<file path="config.mk">
export PLATFORM = sky130hd
export DESIGN_NAME = video_timing_gen_v2_flat
export DESIGN_NICKNAME = d
export VERILOG_FILES = /design/src/rtl/video_timing_gen_v2_if.sv /design/src/rtl/video_timing_gen_v2.sv /design/src/flat_wrapper.sv
export SDC_FILE = /design/constraint.sdc
export NUM_CORES = 1
export LEC_CHECK = 0
export CORE_MARGIN = 2
export CORE_UTILIZATION = 55
export CTS_BUF_LIST = sky130_fd_sc_hd__clkbuf_8
export DETAILED_ROUTE_END_ITERATION = 8
export PLACE_DENSITY = 0.84
export SYNTH_ARGS = -nofsm -noshare
export SYNTH_HDL_FRONTEND = slang
export SYNTH_SLANG_ARGS = --single-unit
</file>
<file path="constraint.sdc">
create_clock -name in_pclk -period 8.7 [get_ports in_pclk]
set_clock_uncertainty 0.2 [all_clocks]
set_input_delay 0.87 -clock in_pclk [delete_from_list [all_inputs] [get_ports in_pclk]]
set_output_delay 0.87 -clock in_pclk [all_outputs]
set_load 0.005 [all_outputs]
</file>
<file path="src/rtl/video_timing_gen_v2_if.sv">
// Bus bundle for the second-generation raster timing generator.
// The pattern source / control side holds the master modport; the
// timing generator holds the slave modport.
//   in_enable        run request (level)
//   in_cfg_update    one-cycle pulse that captures all timing inputs into staging
//   in_h_*           horizontal sync / back porch / active / front porch (clocks)
//   in_v_*           vertical sync / back porch / active / front porch (lines)
//   in_hs_pol        hsync polarity (1 = active-high)
//   in_vs_pol        vsync polarity (1 = active-high)
//   out_busy         generator not idle
//   out_cfg_pending  staged timing not yet applied
//   out_x, out_y     first pixel index of the beat, active line index
//   out_de, out_hs, out_vs, out_sof, out_eol  raster strobes
interface video_timing_gen_v2_if #(
    parameter int HW = 14,
    parameter int VW = 12
) ();
    logic          in_enable;
    logic          in_cfg_update;
    logic [HW-1:0] in_h_sync;
    logic [HW-1:0] in_h_bp;
    logic [HW-1:0] in_h_active;
    logic [HW-1:0] in_h_fp;
    logic [VW-1:0] in_v_sync;
    logic [VW-1:0] in_v_bp;
    logic [VW-1:0] in_v_active;
    logic [VW-1:0] in_v_fp;
    logic          in_hs_pol;
    logic          in_vs_pol;
    logic          out_busy;
    logic          out_cfg_pending;
    logic [HW-1:0] out_x;
    logic [VW-1:0] out_y;
    logic          out_de;
    logic          out_hs;
    logic          out_vs;
    logic          out_sof;
    logic          out_eol;

    modport master (
        output in_enable, in_cfg_update,
        output in_h_sync, in_h_bp, in_h_active, in_h_fp,
        output in_v_sync, in_v_bp, in_v_active, in_v_fp,
        output in_hs_pol, in_vs_pol,
        input  out_busy, out_cfg_pending, out_x, out_y,
        input  out_de, out_hs, out_vs, out_sof, out_eol
    );

    modport slave (
        input  in_enable, in_cfg_update,
        input  in_h_sync, in_h_bp, in_h_active, in_h_fp,
        input  in_v_sync, in_v_bp, in_v_active, in_v_fp,
        input  in_hs_pol, in_vs_pol,
        output out_busy, out_cfg_pending, out_x, out_y,
        output out_de, out_hs, out_vs, out_sof, out_eol
    );
endinterface

</file>
<file path="src/rtl/video_timing_gen_v2.sv">
// Programmable raster timing generator, 1/2/4 pixels per clock.
// Timing is written into a staging copy by in_cfg_update and moved into the
// active (shadow) copy only when a frame starts, so a frame never mixes two
// timings. Dropping in_enable lets the current frame finish before idling.
// Ports:
//   in_pclk  pixel clock, rising edge
//   in_rst   asynchronous active-high reset
//   bus      video_timing_gen_v2_if.slave (config inputs, raster outputs)
module video_timing_gen_v2 #(
    parameter int PPC      = 1,
    parameter int HW       = 14,
    parameter int VW       = 12,
    parameter int DEF_HS   = 96,
    parameter int DEF_HBP  = 48,
    parameter int DEF_HACT = 640,
    parameter int DEF_HFP  = 16,
    parameter int DEF_VS   = 2,
    parameter int DEF_VBP  = 33,
    parameter int DEF_VACT = 480,
    parameter int DEF_VFP  = 10,
    parameter int DEF_HPOL = 0,
    parameter int DEF_VPOL = 0
) (
    input logic                  in_pclk,
    input logic                  in_rst,
    video_timing_gen_v2_if.slave bus
);
    localparam int   PPC_SH     = (PPC >= 4) ? 2 : ((PPC >= 2) ? 1 : 0);
    localparam logic DEF_HPOL_B = (DEF_HPOL != 0);
    localparam logic DEF_VPOL_B = (DEF_VPOL != 0);

    typedef struct packed {
        logic [HW-1:0] hs;
        logic [HW-1:0] hbp;
        logic [HW-1:0] hact;
        logic [HW-1:0] hfp;
        logic [VW-1:0] vs;
        logic [VW-1:0] vbp;
        logic [VW-1:0] vact;
        logic [VW-1:0] vfp;
        logic          hpol;
        logic          vpol;
    } cfg_t;

    localparam cfg_t DEF_CFG = '{
        hs:   HW'(DEF_HS),   hbp:  HW'(DEF_HBP),
        hact: HW'(DEF_HACT), hfp:  HW'(DEF_HFP),
        vs:   VW'(DEF_VS),   vbp:  VW'(DEF_VBP),
        vact: VW'(DEF_VACT), vfp:  VW'(DEF_VFP),
        hpol: DEF_HPOL_B,    vpol: DEF_VPOL_B
    };

    typedef enum logic [1:0] {IDLE, RUN, DRAIN} state_t;

    state_t        state_p0;
    logic [HW-1:0] h_p0;
    logic [VW-1:0] v_p0;
    cfg_t          stg_p0;
    cfg_t          shd_p0;
    logic          pending_p0;

    cfg_t          cfg_in;
    logic [HW-1:0] h_start, h_end, ht_m1, h_nxt;
    logic [VW-1:0] v_start, v_end, vt_m1, v_nxt;
    logic          h_wrap, v_wrap, fb, load, running, de_c;

    always_comb begin
        cfg_in      = DEF_CFG;
        cfg_in.hs   = bus.in_h_sync;
        cfg_in.hbp  = bus.in_h_bp;
        cfg_in.hact = bus.in_h_active;
        cfg_in.hfp  = bus.in_h_fp;
        cfg_in.vs   = bus.in_v_sync;
        cfg_in.vbp  = bus.in_v_bp;
        cfg_in.vact = bus.in_v_active;
        cfg_in.vfp  = bus.in_v_fp;
        cfg_in.hpol = bus.in_hs_pol;
        cfg_in.vpol = bus.in_vs_pol;
    end

    assign h_start = shd_p0.hs + shd_p0.hbp;
    assign h_end   = h_start + shd_p0.hact;
    assign ht_m1   = h_end + shd_p0.hfp - HW'(1);
    assign v_start = shd_p0.vs + shd_p0.vbp;
    assign v_end   = v_start + shd_p0.vact;
    assign vt_m1   = v_end + shd_p0.vfp - VW'(1);

    // >= rather than == so an illegal (or just-shrunk) timing still wraps
    assign h_wrap  = (h_p0 >= ht_m1);
    assign v_wrap  = (v_p0 >= vt_m1);
    assign fb      = h_wrap && v_wrap;
    assign h_nxt   = h_wrap ? '0 : h_p0 + HW'(1);
    assign v_nxt   = h_wrap ? (v_wrap ? '0 : v_p0 + VW'(1)) : v_p0;

    // Staging moves to shadow on the idle->run step or at a frame boundary
    assign load    = pending_p0 && ((state_p0 == IDLE) ? bus.in_enable : fb);

    // Stage 0: control state, raster counters, staging and shadow timing
    always_ff @(posedge in_pclk or posedge in_rst) begin
        if (in_rst) begin
            state_p0   <= IDLE;
            h_p0       <= '0;
            v_p0       <= '0;
            stg_p0     <= DEF_CFG;
            shd_p0     <= DEF_CFG;
            pending_p0 <= 1'b0;
        end else begin
            if (bus.in_cfg_update) begin
                stg_p0 <= cfg_in;
            end
            if (load) begin
                shd_p0 <= stg_p0;
            end
            // An update landing on the load cycle keeps pending set for the next boundary
            pending_p0 <= bus.in_cfg_update || (pending_p0 && !load);
            case (state_p0)
                IDLE: begin
                    h_p0 <= '0;
                    v_p0 <= '0;
                    if (bus.in_enable) begin
                        state_p0 <= RUN;
                    end
                end
                RUN: begin
                    h_p0 <= h_nxt;
                    v_p0 <= v_nxt;
                    if (!bus.in_enable) begin
                        state_p0 <= DRAIN;
                    end
                end
                DRAIN: begin
                    h_p0 <= h_nxt;
                    v_p0 <= v_nxt;
                    if (fb) begin
                        state_p0 <= IDLE;
                    end else if (bus.in_enable) begin
                        state_p0 <= RUN;
                    end
                end
                default: begin
                    state_p0 <= IDLE;
                end
            endcase
        end
    end

    assign running = (state_p0 != IDLE);
    assign de_c    = running &&
                     (h_p0 >= h_start) && (h_p0 < h_end) &&
                     (v_p0 >= v_start) && (v_p0 < v_end);

    logic          vld_p1, hs_p1, vs_p1, sof_p1, eol_p1;
    logic [HW-1:0] x_p1;
    logic [VW-1:0] y_p1;

    // Stage 1: registered raster outputs derived from the stage-0 counters
    always_ff @(posedge in_pclk or posedge in_rst) begin
        if (in_rst) begin
            vld_p1 <= 1'b0;
            x_p1   <= '0;
            y_p1   <= '0;
            sof_p1 <= 1'b0;
            eol_p1 <= 1'b0;
            hs_p1  <= ~DEF_HPOL_B;
            vs_p1  <= ~DEF_VPOL_B;
        end else begin
            vld_p1 <= de_c;
            x_p1   <= de_c ? ((h_p0 - h_start) << PPC_SH) : '0;
            y_p1   <= de_c ? (v_p0 - v_start) : '0;
            sof_p1 <= de_c && (h_p0 == h_start) && (v_p0 == v_start);
            eol_p1 <= de_c && (h_p0 == h_end - HW'(1));
            hs_p1  <= (running && (h_p0 < shd_p0.hs)) ^ ~shd_p0.hpol;
            vs_p1  <= (running && (v_p0 < shd_p0.vs)) ^ ~shd_p0.vpol;
        end
    end

    assign bus.out_busy        = running;
    assign bus.out_cfg_pending = pending_p0;
    assign bus.out_de          = vld_p1;
    assign bus.out_x           = x_p1;
    assign bus.out_y           = y_p1;
    assign bus.out_sof         = sof_p1;
    assign bus.out_eol         = eol_p1;
    assign bus.out_hs          = hs_p1;
    assign bus.out_vs          = vs_p1;
endmodule

</file>
<file path="src/flat_wrapper.sv">
// flat-port wrapper written by rule: the top's interface ports become plain ports
module video_timing_gen_v2_flat 
#(
    parameter int PPC      = 1,
    parameter int HW       = 14,
    parameter int VW       = 12,
    parameter int DEF_HS   = 96,
    parameter int DEF_HBP  = 48,
    parameter int DEF_HACT = 640,
    parameter int DEF_HFP  = 16,
    parameter int DEF_VS   = 2,
    parameter int DEF_VBP  = 33,
    parameter int DEF_VACT = 480,
    parameter int DEF_VFP  = 10,
    parameter int DEF_HPOL = 0,
    parameter int DEF_VPOL = 0
)
  (in_pclk, in_rst, bus_in_enable, bus_in_cfg_update, bus_in_h_sync, bus_in_h_bp, bus_in_h_active, bus_in_h_fp, bus_in_v_sync, bus_in_v_bp, bus_in_v_active, bus_in_v_fp, bus_in_hs_pol, bus_in_vs_pol, bus_out_busy, bus_out_cfg_pending, bus_out_x, bus_out_y, bus_out_de, bus_out_hs, bus_out_vs, bus_out_sof, bus_out_eol);
  video_timing_gen_v2_if #(.HW(HW), .VW(VW)) bus_i ();
  input logic in_pclk;
  input logic in_rst;
  input wire logic [$bits(bus_i.in_enable)-1:0] bus_in_enable;
  input wire logic [$bits(bus_i.in_cfg_update)-1:0] bus_in_cfg_update;
  input wire logic [$bits(bus_i.in_h_sync)-1:0] bus_in_h_sync;
  input wire logic [$bits(bus_i.in_h_bp)-1:0] bus_in_h_bp;
  input wire logic [$bits(bus_i.in_h_active)-1:0] bus_in_h_active;
  input wire logic [$bits(bus_i.in_h_fp)-1:0] bus_in_h_fp;
  input wire logic [$bits(bus_i.in_v_sync)-1:0] bus_in_v_sync;
  input wire logic [$bits(bus_i.in_v_bp)-1:0] bus_in_v_bp;
  input wire logic [$bits(bus_i.in_v_active)-1:0] bus_in_v_active;
  input wire logic [$bits(bus_i.in_v_fp)-1:0] bus_in_v_fp;
  input wire logic [$bits(bus_i.in_hs_pol)-1:0] bus_in_hs_pol;
  input wire logic [$bits(bus_i.in_vs_pol)-1:0] bus_in_vs_pol;
  output wire logic [$bits(bus_i.out_busy)-1:0] bus_out_busy;
  output wire logic [$bits(bus_i.out_cfg_pending)-1:0] bus_out_cfg_pending;
  output wire logic [$bits(bus_i.out_x)-1:0] bus_out_x;
  output wire logic [$bits(bus_i.out_y)-1:0] bus_out_y;
  output wire logic [$bits(bus_i.out_de)-1:0] bus_out_de;
  output wire logic [$bits(bus_i.out_hs)-1:0] bus_out_hs;
  output wire logic [$bits(bus_i.out_vs)-1:0] bus_out_vs;
  output wire logic [$bits(bus_i.out_sof)-1:0] bus_out_sof;
  output wire logic [$bits(bus_i.out_eol)-1:0] bus_out_eol;
  assign bus_i.in_enable = bus_in_enable;
  assign bus_i.in_cfg_update = bus_in_cfg_update;
  assign bus_i.in_h_sync = bus_in_h_sync;
  assign bus_i.in_h_bp = bus_in_h_bp;
  assign bus_i.in_h_active = bus_in_h_active;
  assign bus_i.in_h_fp = bus_in_h_fp;
  assign bus_i.in_v_sync = bus_in_v_sync;
  assign bus_i.in_v_bp = bus_in_v_bp;
  assign bus_i.in_v_active = bus_in_v_active;
  assign bus_i.in_v_fp = bus_in_v_fp;
  assign bus_i.in_hs_pol = bus_in_hs_pol;
  assign bus_i.in_vs_pol = bus_in_vs_pol;
  assign bus_out_busy = bus_i.out_busy;
  assign bus_out_cfg_pending = bus_i.out_cfg_pending;
  assign bus_out_x = bus_i.out_x;
  assign bus_out_y = bus_i.out_y;
  assign bus_out_de = bus_i.out_de;
  assign bus_out_hs = bus_i.out_hs;
  assign bus_out_vs = bus_i.out_vs;
  assign bus_out_sof = bus_i.out_sof;
  assign bus_out_eol = bus_i.out_eol;
  video_timing_gen_v2 #(.PPC(PPC), .HW(HW), .VW(VW), .DEF_HS(DEF_HS), .DEF_HBP(DEF_HBP), .DEF_HACT(DEF_HACT), .DEF_HFP(DEF_HFP), .DEF_VS(DEF_VS), .DEF_VBP(DEF_VBP), .DEF_VACT(DEF_VACT), .DEF_VFP(DEF_VFP), .DEF_HPOL(DEF_HPOL), .DEF_VPOL(DEF_VPOL)) u_core (.in_pclk(in_pclk), .in_rst(in_rst), .bus(bus_i));
endmodule
</file>
==> summary.md <==
* **maximum fanout along the worst path** 44
* **largest net degree at the start of global routing** 122
* **startpoint type of the worst setup path** register
* **routability cong.** 0.900
* **highest cell delay on the worst timing path** 560 ps
* **post-cts sizing count** 0
* **number of buffers added by the clock tree synthesis step** 46
* **Net count, final** 2077
* **required time of the worst setup path** 8940 ps
* **most common cell in the netlist** dfrtp_1
* **initial antenna violation count** 0
* **post-synthesis instance area** 17100 um2
* **Initial Utilization** 0.560
* **Sequential Area** 6850 um2
* **Critical Path AT** 7830 ps
* **most frequently used flop master after synthesis** dfrtp_1
* **library cell occupying the most area in the post-synthesis netlist** dfrtp_1
* **root buffer selected by CTS** clkbuf_8
* **TritonCTS clock tree** built
* **die area** 32600 um2
* **count of pins on the block boundary** 143
* **kind of critical path** register to register
* **relative slew slack** 0.346
* **sequential share of the synthesized area** 0.400
* **routed via count** 12600
* **number of filler cells placed in the layout** 2338
* **run status** complete, no violations
* **synthesized flop and latch total** 272
* **GRT Total Usage** 0.237
* **synthesized net count** 1913
* **Clk Latency, worst-skew pair** 570 ps
* **number of hold-slack violations in the final timing report** 0
* **final global-route overflow total** 0
* **DPL Wire Length** 29500 um
* **Site Rows** 64
* **wire length per cell** 17.7 um
* **post-synthesis cell count** 1599
* **cell repeated most along the worst path** ha_1
* **iteration count of the initial detailed-routing pass** 5
* **EDFF count, synth** 0
* **setup TNS** 0 ps
* **Antenna Cells** 0
* **fraction of registers with async set/reset** 1.00
* **biggest area contributors in the synthesized netlist** dfrtp_1 (35%), ha_1 (14%), mux2_2 (14%)
* **Top Family by Delay on Critical Path** compound AO/OA/AOI/OAI gates
* **wire length of the first global-routing pass** 63200 um
* **Least-Margin Pin Slew** 981 ps
* **Post-CTS Repair Setup Buffers** 0
* **Clock Pin Slew Worst Setup and Hold Paths** 60 ps
* **total setup violations reported at the end of the flow** 0
* **area used by multi-input combinational logic** 9530 um2
* **die span in x** 180 um
* **portion of the clock cycle consumed by the worst path in the final layout** 0.873
* **Buf/Inv on CP** 3
* **achievable frequency** 132 MHz
* **number of clock sinks** 272
* **number of buffers inserted for hold repair after clock tree synthesis** 0
* **per-cell via count in the routed design** 5.73
* **total wirelength of the detailed-routed design** 38900 um
* **area overhead of the layout relative to synthesis** 16.4%
* **Final min period** 7590 ps
* **worst-case clock buffer depth** 3
* **max-capacitance violation count** 0
* **Clock H-tree levels** 2
* **layout cells sized above 1** 0.185
* **number of global-route vias before repair** 12600
* **RSZ-0062 raised after global routing** false
* **total count of max-transition violations in the final report** 0
* **violation count after the first detailed-route iteration** 825
* **type of element capturing the critical path** register
* **proportion of netlist area held by the largest area contributor** 0.348
* **vertical extent of the die** 180 um
* **list of most frequent post-synthesis cells** dfrtp_1 (238), mux2_2 (212), ha_1 (196)
* **Synthesis Warnings** 0
* **CP max stage cell** dfstp_2
* **worst hold path type** register to register
* **area of the core** 30600 um2
* **number of different library cells in the post-synthesis netlist** 73
* **mean area per synthesized cell** 10.7 um2
* **Routed Antenna Nets** 0
* **post-route DRC violation count** 0
* **quantity of I/O buffers inserted on ports** 142
## worst paths after layout
kind,start,endpoint,slack [ps],cells after the start
worst max-delay path,u_core.shd_p0[26]$_DFFE_PP1P_,u_core.shd_p0[92]$_DFFE_PP0P_,1110,31
worst min-delay path,u_core.shd_p0[1]$_DFFE_PP0P_,u_core.bus.out_hs$_DFF_PP1_,270,1
worst max register to register,u_core.shd_p0[26]$_DFFE_PP1P_,u_core.shd_p0[92]$_DFFE_PP0P_,1110,31
worst min register to register,u_core.shd_p0[1]$_DFFE_PP0P_,u_core.bus.out_hs$_DFF_PP1_,270,1
max in group asynchronous,in_rst,u_core.stg_p0[72]$_DFFE_PP0P_,6100,3
min in group asynchronous,in_rst,u_core.shd_p0[30]$_DFFE_PP0P_,700,2
## layout make-up
class,instances,area share
timing repair buffer,152,0.0762
sequential,272,0.344
inverter,164,0.0313
clock buffer,52,0.0359
clock inverter,34,0.0100
multi-input combinational,1127,0.478
tap,396,0.0249
## per-stage QoR
stage	setup WS [ps]	cells	hold WS [ps]	cell area (um2)	utilization
after CTS	1250	2197	271	19900	0.652
after global routing	618	2197	282	19900	0.652
after detailed placement	1280	2111	238	19000	0.622
final	1110	2197	270	19900	0.652
after floorplan	191	1599	202	17100	-
after global placement	1510	2111	220	19000	0.622
## routing by layer
metal | global-route usage | vias up | part of all wire
li1 | - | 6017 | -
met1 | 0.337 | 6141 | 0.46
met2 | 0.376 | 362 | 0.46
met3 | 0.0402 | 64 | 0.062
met4 | 0.0661 | 0 | 0.022
met5 | 0 | - | 0
## state kept, by name, summed over array words and instances (netlist names)
| signal | flops |
|---|---|
| u_core.stg_p0 | 106 |
| u_core.bus.out_sof | 1 |
| u_core.bus.out_eol | 1 |
| u_core.bus.out_vs | 1 |
| u_core.bus.out_cfg_pending | 1 |
| u_core.bus.out_y | 12 |
| u_core.bus.out_de | 1 |
| u_core.bus.out_x | 14 |
| u_core.bus.out_hs | 1 |
| u_core.state_p0 | 2 |
| u_core.h_p0 | 14 |
| u_core.shd_p0 | 106 |
| u_core.v_p0 | 12 |
## kinds of logic (layout without fill, tap and decap cells)
family / Yosys count / count (layout) / share of synthesized area
XOR/XNOR: 105 / 105 / 0.0574
flip-flops: 272 / 272 / 0.400
adder cells (fa/ha/maj): 205 / 205 / 0.153
multiplexers: 214 / 214 / 0.141
AO/OA/AOI/OAI: 291 / 291 / 0.112
buffers and inverters: 200 / 402 / 0.0443
AND/OR/NAND/NOR: 312 / 312 / 0.0931
## layout by cell type (no fill, tap or decap), types with 6 or more instances in the layout
cell,instances
mux2_2,212
o21bai_1,7
clkdlybuf4s50_1,141
xor2_1,42
a31oi_1,15
nor3_1,33
inv_1,187
nor2b_1,17
and2_1,7
xnor2_1,57
nand4_1,15
and3_1,19
dfstp_2,34
o21a_1,17
buf_4,9
or3_1,9
nand2b_1,25
or4_1,6
dfrtp_1,238
a21oi_1,65
nor2_1,84
nand2_1,52
fa_1,8
clkbuf_8,52
a21boi_0,10
a21o_1,39
ha_1,196
a211oi_1,11
o21ai_0,68
nand3_1,21
Power is left out: the tool's default activity adds up to more than one toggle a clock period on the data nets, which glitch-free logic cannot reach.
